File: config.mk
export PLATFORM = sky130hd
export DESIGN_NAME = mem_stage_sram_ctrl_flat
export DESIGN_NICKNAME = d
export VERILOG_FILES = /design/src/rtl/mem_stage_sram_ctrl_pkg.sv /design/src/rtl/mem_stage_sram_ctrl_if.sv /design/src/rtl/mem_stage_sram_ctrl_sram_half_access.sv /design/src/rtl/mem_stage_sram_ctrl.sv /design/src/flat_wrapper.sv
export SDC_FILE = /design/constraint.sdc
export NUM_CORES = 1
export LEC_CHECK = 0
export ABC_AREA = 0
export BUFFER_PORTS_ARGS = -buffer_cell sky130_fd_sc_hd__buf_4
export CELL_PAD_IN_SITES_DETAIL_PLACEMENT = 0
export CELL_PAD_IN_SITES_GLOBAL_PLACEMENT = 2
export CORE_MARGIN = 2
export CORE_UTILIZATION = 24
export CTS_CLUSTER_SIZE = 28
export DETAILED_ROUTE_END_ITERATION = 8
export PLACE_DENSITY = 0.81
export SYNTH_ARGS = -nofsm -noshare
export SYNTH_HDL_FRONTEND = slang
export SYNTH_SLANG_ARGS = --single-unit
File: constraint.sdc
create_clock -name clk -period 2.1 [get_ports clk]
set_clock_uncertainty 0.1 [all_clocks]
set_input_delay 0.21 -clock clk [delete_from_list [all_inputs] [get_ports clk]]
set_output_delay 0.21 -clock clk [all_outputs]
set_load 0.005 [all_outputs]
File: src/rtl/mem_stage_sram_ctrl_pkg.sv
// Shared definitions for the MEM-stage SRAM controller: FSM states, defaults and widths.
package mem_stage_sram_ctrl_pkg;

    typedef enum logic [1:0] {
        S_IDLE = 2'd0,
        S_LO   = 2'd1,
        S_HI   = 2'd2,
        S_DONE = 2'd3
    } mem_state_t;

    localparam int unsigned SRAM_WAIT_DEF = 2;
    localparam logic [31:0] MEM_BASE_DEF  = 32'd1024;

    localparam int unsigned ADDR_W = 18;
    localparam int unsigned WORD_W = 17;
    localparam int unsigned HALF_W = 16;
    localparam int unsigned CNT_W  = 4;

    // Byte address to 32-bit SRAM word index; upper bits are deliberately dropped.
    function automatic logic [WORD_W-1:0] word_addr(input logic [31:0] addr,
                                                    input logic [31:0] base);
        return WORD_W'((addr - base) >> 2);
    endfunction

endpackage

File: src/rtl/mem_stage_sram_ctrl_if.sv
// External 16-bit SRAM bus between the MEM-stage controller (master) and the SRAM (slave).
interface mem_stage_sram_ctrl_if;
    import mem_stage_sram_ctrl_pkg::*;

    logic [ADDR_W-1:0] SRAM_ADDR;
    logic              SRAM_WE_N;
    logic [HALF_W-1:0] sram_dq_out;
    logic              sram_dq_oe;
    logic [HALF_W-1:0] sram_dq_in;

    modport master (
        output SRAM_ADDR,
        output SRAM_WE_N,
        output sram_dq_out,
        output sram_dq_oe,
        input  sram_dq_in
    );

    modport slave (
        input  SRAM_ADDR,
        input  SRAM_WE_N,
        input  sram_dq_out,
        input  sram_dq_oe,
        output sram_dq_in
    );

endinterface

File: src/rtl/mem_stage_sram_ctrl_sram_half_access.sv
// Wait counter and per-half timing for one 16-bit SRAM half-access (shared by LO and HI).
module sram_half_access
    import mem_stage_sram_ctrl_pkg::*;
#(
    parameter int unsigned WAIT = SRAM_WAIT_DEF
) (
    input  logic clk,
    input  logic rst_n,
    input  logic i_active,
    output logic o_strobe,
    output logic o_last
);

    logic [CNT_W-1:0] r_cnt;

    // Last cycle of a half is the capture point and the setup/hold gap for writes.
    assign o_last   = i_active && (r_cnt == CNT_W'(WAIT - 1));
    assign o_strobe = i_active && !o_last;

    always_ff @(posedge clk or negedge rst_n) begin
        if (!rst_n) begin
            r_cnt <= '0;
        end else if (!i_active || o_last) begin
            r_cnt <= '0;
        end else begin
            r_cnt <= r_cnt + 1'b1;
        end
    end

endmodule

File: src/rtl/mem_stage_sram_ctrl.sv
// MEM pipeline stage driving a 16-bit SRAM as two half-word accesses per 32-bit load/store.
// Optional address range/alignment checking is enabled by defining MEM_ADDR_CHECK_EN.
module mem_stage_sram_ctrl
    import mem_stage_sram_ctrl_pkg::*;
#(
    parameter int unsigned SRAM_WAIT = SRAM_WAIT_DEF,
    parameter logic [31:0] MEM_BASE  = MEM_BASE_DEF
) (
    input  logic        clk,
    input  logic        rst_n,
    input  logic        WB_EN_in,
    input  logic        MEM_R_EN_in,
    input  logic        MEM_W_EN_in,
    input  logic [3:0]  Dest_in,
    input  logic [31:0] ALU_Res_in,
    input  logic [31:0] Val_Rm_in,
    output logic        WB_EN_out,
    output logic        MEM_R_EN_out,
    output logic [3:0]  Dest_out,
    output logic [31:0] ALU_Res_out,
    output logic [31:0] Mem_Data_out,
    output logic        freeze,
`ifdef MEM_ADDR_CHECK_EN
    output logic        addr_err,
`endif
    mem_stage_sram_ctrl_if.master sram
);

    mem_state_t        r_state;
    logic [ADDR_W-1:0] r_addr;
    logic [HALF_W-1:0] r_lo_stage;
    logic [31:0]       r_mem_data;

    logic              w_req;
    logic              w_wr;
    logic              w_active;
    logic              w_strobe;
    logic              w_last;
    logic              w_addr_bad;
    logic [WORD_W-1:0] w_word;

    assign WB_EN_out    = WB_EN_in;
    assign MEM_R_EN_out = MEM_R_EN_in;
    assign Dest_out     = Dest_in;
    assign ALU_Res_out  = ALU_Res_in;

    assign w_req    = MEM_R_EN_in || MEM_W_EN_in;
    assign w_wr     = MEM_W_EN_in;
    assign w_active = (r_state == S_LO) || (r_state == S_HI);
    assign w_word   = word_addr(ALU_Res_in, MEM_BASE);

`ifdef MEM_ADDR_CHECK_EN
    logic [31:0] w_off;
    logic        r_addr_err;

    assign w_off      = ALU_Res_in - MEM_BASE;
    assign w_addr_bad = (ALU_Res_in < MEM_BASE) || (|w_off[31:WORD_W+2]) || (|ALU_Res_in[1:0]);
    assign addr_err   = r_addr_err;

    always_ff @(posedge clk or negedge rst_n) begin
        if (!rst_n) begin
            r_addr_err <= 1'b0;
        end else begin
            r_addr_err <= (r_state == S_IDLE) && w_req && w_addr_bad;
        end
    end
`else
    assign w_addr_bad = 1'b0;
`endif

    sram_half_access #(
        .WAIT (SRAM_WAIT)
    ) u_half (
        .clk      (clk),
        .rst_n    (rst_n),
        .i_active (w_active),
        .o_strobe (w_strobe),
        .o_last   (w_last)
    );

    // Low half is staged so Mem_Data_out only changes when a whole read completes.
    always_ff @(posedge clk or negedge rst_n) begin
        if (!rst_n) begin
            r_state    <= S_IDLE;
            r_addr     <= '0;
            r_lo_stage <= '0;
            r_mem_data <= '0;
        end else begin
            case (r_state)
                S_IDLE: begin
                    if (w_req && w_addr_bad) begin
                        r_state    <= S_DONE;
                        r_mem_data <= '0;
                    end else if (w_req) begin
                        r_state <= S_LO;
                        r_addr  <= {w_word, 1'b0};
                    end
                end
                S_LO: begin
                    if (!w_req) begin
                        r_state <= S_IDLE;
                    end else if (w_last) begin
                        if (!w_wr) r_lo_stage <= sram.sram_dq_in;
                        r_addr  <= {w_word, 1'b1};
                        r_state <= S_HI;
                    end
                end
                S_HI: begin
                    if (!w_req) begin
                        r_state <= S_IDLE;
                    end else if (w_last) begin
                        if (!w_wr) r_mem_data <= {sram.sram_dq_in, r_lo_stage};
                        r_state <= S_DONE;
                    end
                end
                default: r_state <= S_IDLE;
            endcase
        end
    end

    assign freeze           = w_req && (r_state != S_DONE);
    assign Mem_Data_out     = r_mem_data;
    assign sram.SRAM_ADDR   = r_addr;
    assign sram.SRAM_WE_N   = !(w_wr && w_strobe);
    assign sram.sram_dq_oe  = w_wr && w_strobe;
    assign sram.sram_dq_out = (r_state == S_HI) ? Val_Rm_in[31:16] : Val_Rm_in[15:0];

endmodule

File: src/flat_wrapper.sv
// flat-port wrapper written by rule: the top's interface ports become plain ports
module mem_stage_sram_ctrl_flat import mem_stage_sram_ctrl_pkg::*;
#(
    parameter int unsigned SRAM_WAIT = SRAM_WAIT_DEF,
    parameter logic [31:0] MEM_BASE  = MEM_BASE_DEF
)
  (clk, rst_n, WB_EN_in, MEM_R_EN_in, MEM_W_EN_in, Dest_in, ALU_Res_in, Val_Rm_in, WB_EN_out, MEM_R_EN_out, Dest_out, ALU_Res_out, Mem_Data_out, freeze, sram_SRAM_ADDR, sram_SRAM_WE_N, sram_sram_dq_out, sram_sram_dq_oe, sram_sram_dq_in);
  mem_stage_sram_ctrl_if sram_i ();
  input  logic clk;
  input  logic rst_n;
  input  logic WB_EN_in;
  input  logic MEM_R_EN_in;
  input  logic MEM_W_EN_in;
  input  logic [3:0] Dest_in;
  input  logic [31:0] ALU_Res_in;
  input  logic [31:0] Val_Rm_in;
  output logic WB_EN_out;
  output logic MEM_R_EN_out;
  output logic [3:0] Dest_out;
  output logic [31:0] ALU_Res_out;
  output logic [31:0] Mem_Data_out;
  output logic freeze;
  output wire logic [$bits(sram_i.SRAM_ADDR)-1:0] sram_SRAM_ADDR;
  output wire logic [$bits(sram_i.SRAM_WE_N)-1:0] sram_SRAM_WE_N;
  output wire logic [$bits(sram_i.sram_dq_out)-1:0] sram_sram_dq_out;
  output wire logic [$bits(sram_i.sram_dq_oe)-1:0] sram_sram_dq_oe;
  input wire logic [$bits(sram_i.sram_dq_in)-1:0] sram_sram_dq_in;
  assign sram_SRAM_ADDR = sram_i.SRAM_ADDR;
  assign sram_SRAM_WE_N = sram_i.SRAM_WE_N;
  assign sram_sram_dq_out = sram_i.sram_dq_out;
  assign sram_sram_dq_oe = sram_i.sram_dq_oe;
  assign sram_i.sram_dq_in = sram_sram_dq_in;
  mem_stage_sram_ctrl #(.SRAM_WAIT(SRAM_WAIT), .MEM_BASE(MEM_BASE)) u_core (.clk(clk), .rst_n(rst_n), .WB_EN_in(WB_EN_in), .MEM_R_EN_in(MEM_R_EN_in), .MEM_W_EN_in(MEM_W_EN_in), .Dest_in(Dest_in), .ALU_Res_in(ALU_Res_in), .Val_Rm_in(Val_Rm_in), .WB_EN_out(WB_EN_out), .MEM_R_EN_out(MEM_R_EN_out), .Dest_out(Dest_out), .ALU_Res_out(ALU_Res_out), .Mem_Data_out(Mem_Data_out), .freeze(freeze), .sram(sram_i));
endmodule
==> key figures <==
GRT
  – Global Route Usage Sum: 10.7%
  – M1 GR Usage: 12.3%
  – First-pass GRT wire length: 13700 um
  – Initial antenna violation count: 0
  – Gr ovfl total: 0
  – Met3 Track Usage GR: 3.27%
  – Vias in the first global route: 2700
  – Largest net degree at the start of global routing: 38
  – GR Layer Usage met2: 18.5%
  – Busiest grt layer: met2

Layout
  – Area grow syn2layout: 43.6%
  – Antenna diodes: 0
  – Final nets: 506
  – Final Instance Count excl. Fillers: 598
  – Share of cells above drive strength 1: 60.4%

Yosys
  – Share of the synthesized area in the top cell type: 50.2%
  – Syn_nets: 370
  – Synth area leaders: dfrtp_1 (50%), mux2_2 (18%), buf_4 (8.4%), mux2_1 (4.4%), ha_1 (2.8%)
  – Async S/R FF share, synth: 100%
  – Synthesized area: 3590 um^2
  – Main synth FF type: dfrtp_1
  – Yosys cell types: 44
  – Number of synthesized flops with an enable pin: 0
  – Yosys reg bits: 72
  – Syn Area/Cell: 13.1 um^2
  – Top-count cell post-synth: dfrtp_1
  – Synth area leader: dfrtp_1
  – Synthesis Warnings: 0
  – Syn Inst Count: 273
  – Sequential area share after synthesis: 50.2%
  – Most frequent cells after synthesis: dfrtp_1 (72), mux2_2 (57), buf_4 (40)

Power and ir drop
  – Power per Cell Area: 1100 nW/um^2
  – Lkg Pwr: 2.58 nW
  – VDD IR max: 0.000563 V
  – Pwr Total: 5.66 mW

STA
  – Slew HR: 68.2%
  – Setup total negative slack: 0 ps
  – Achievable clock frequency: 493 MHz
  – Fin crit period: 2030 ps
  – Actual slew at the worst max-slew pin: 476 ps
  – PnR worst setup slack: 73.3 ps
  – Crit share post-route: 96.5%
  – Final-report setup violation count: 0
  – Hold Fails Final Rpt: 0
  – Final Max Slew Viols: 0
  – RSZ-0062 raised after global routing: true

Placement
  – Pre-CTS WS: 15.3 ps
  – Port bufs: 155
  – Dpl cells: 574
  – Placer's final routability congestion estimate: 0.720
  – Post-DP HPWL: 6570 um

Floorplanning
  – Die area: 15900 um^2
  – IO Pins: 196
  – Core Box Area: 14600 um^2
  – Die width: 126 um
  – Die Span Y: 126 um
  – # rows: 44
  – Initial core utilization: 24.6%

Route
  – DRT iter0 DRCs: 65
  – Via count: 2576
  – DR vias/cell: 4.31
  – DRT Wirelength: 8530 um
  – TritonRoute pass-1 iters: 4
  – Antenna Nets Post-Route: 0
  – Drt wl/cell: 14.3 um
  – Remaining DRCs: 0

Status
  – Status: finished, final reports clean

Clock tree
  – CTS tree: done
  – Root buf cell: clkbuf_16
  – Num CTS Buffers: 9
  – H-tree Lvls: 3
  – Clk Latency, worst-skew pair: 330 ps
  – CTS Sinks: 72
  – CTS max path bufs: 2
  – Clock Pin Slew Worst Setup and Hold Paths: 60 ps

Worst setup path
  – WS Path Type: reg -> out
  – Arrival @ worst endpoint: 1720 ps
  – Buffers and inverters on the worst path: 3
  – Worst path cell trace: inv_1 > ha_1 > o21ai_0 > buf_4 > or2_2 > buf_4
  – Crit-path most repeated cell: buf_4
  – Startpoint types: flip-flop
  – CP max stage cell: dfrtp_1
  – CP Max Fanout: 5
  – Nature of the critical path endpoint: primary output
  – Biggest cell delay along the critical path: 350 ps
  – Crit path required time: 1790 ps
  – Crit path max-delay family: buffers and inverters

Hold path
  – Min-delay worst type: in -> reg

Run
  – Maxcap violations: 0
## layout make-up
type,count,area (um^2)
Timing Repair Buffer,173,1370
Clock inverter,6,93.8
Clock buffer,10,229
Fill cell,1457,9440
Sequential cell,72,1800
Tap cell,184,230
Multi-Input combinational cell,145,1400
Inverter,8,30.0
## kinds of logic after synthesis
logic type               count (synthesis)  synth area share (%)
multiplexers                            76                  24.2
flip-flops                              72                  50.2
buffers and inverters                   56                  11.1
AND/OR/NAND/NOR                         33                  5.89
AO/OA/AOI/OAI                           24                  4.85
adder cells (fa/ha/maj)                  8                  2.79
XOR/XNOR                                 4                 0.976
## flip-flops by register name, indices dropped and copies added (netlist names)
register	flops
u_core.r_lo_stage	16
u_core.Mem_Data_out	32
u_core.sram.SRAM_ADDR	18
u_core.u_half.r_cnt	4
u_core.r_state	2
## power breakdown
part / internal [mW] / switching (mW)
clock network: 1.05 / 0.583
registers: 1.82 / 0.236
logic: 1.20 / 0.771
total: 4.07 / 1.59
## placed cells by master (no fill, tap or decap), types with 3 or more instances in the layout
cell / count
ha_1: 7
inv_1: 8
o21ai_0: 4
buf_12: 4
a221oi_1: 5
dlygate4sd3_1: 7
mux2_2: 57
nor2_1: 10
clkbuf_16: 9
or4_1: 3
clkinv_4: 3
mux2_1: 14
a31oi_1: 5
mux2_4: 4
dfrtp_1: 72
buf_4: 162
## path summary, 6_finish.rpt
check                                startpoint                        to  slack [ps]  cells after the start
max                           u_core.r_state[0]            sram_SRAM_WE_N          70                      6
min                          sram_sram_dq_in[9]      u_core.r_lo_stage[9]          10                      2
max reg2reg                   u_core.r_state[0]  u_core.sram.SRAM_ADDR[7]         110                      6
min reg2reg                u_core.r_lo_stage[6]      u_core.r_lo_stage[6]         390                      1
max in group asynchronous                 rst_n  u_core.sram.SRAM_ADDR[0]        1060                      3
min in group asynchronous                 rst_n     u_core.r_lo_stage[13]         280                      2
## layer usage
metal  vias up  wire, um
li1       1203         -
met1      1232      3410
met2       119      4260
met3        22       672
met4         0       198
met5         -         0
## worst register-to-register path, cell delays in order (launching register included)
cell and delay (ps):
dfrtp_1 380, buf_4 150, ha_1 240, and2b_4 300, a22o_1 190, buf_12 170
mux2_2 350
## stage by stage
| step | cell area (um^2) | hold WS (ps) | utilization, % |
|---|---|---|---|
| after CTS | 5140 | 1.43 | 35.2 |
| after global placement | 4750 | 97.9 | 32.5 |
| after global routing | 5150 | 7.68 | 35.3 |
| final | 5150 | 12.8 | 35.3 |
| after floorplan | 3590 | -186 | - |
| after detailed placement | 4750 | 110 | 32.5 |
## what timing repair did
action,CTS,global route
resized for setup,1,2
pin swaps,0,0
setup endpoints to repair,6,36
buffers inserted,0,1
hold buffers,7,0
endpoints found under the hold margin,42,0
Note: power is estimated with default switching activity, not from simulation.
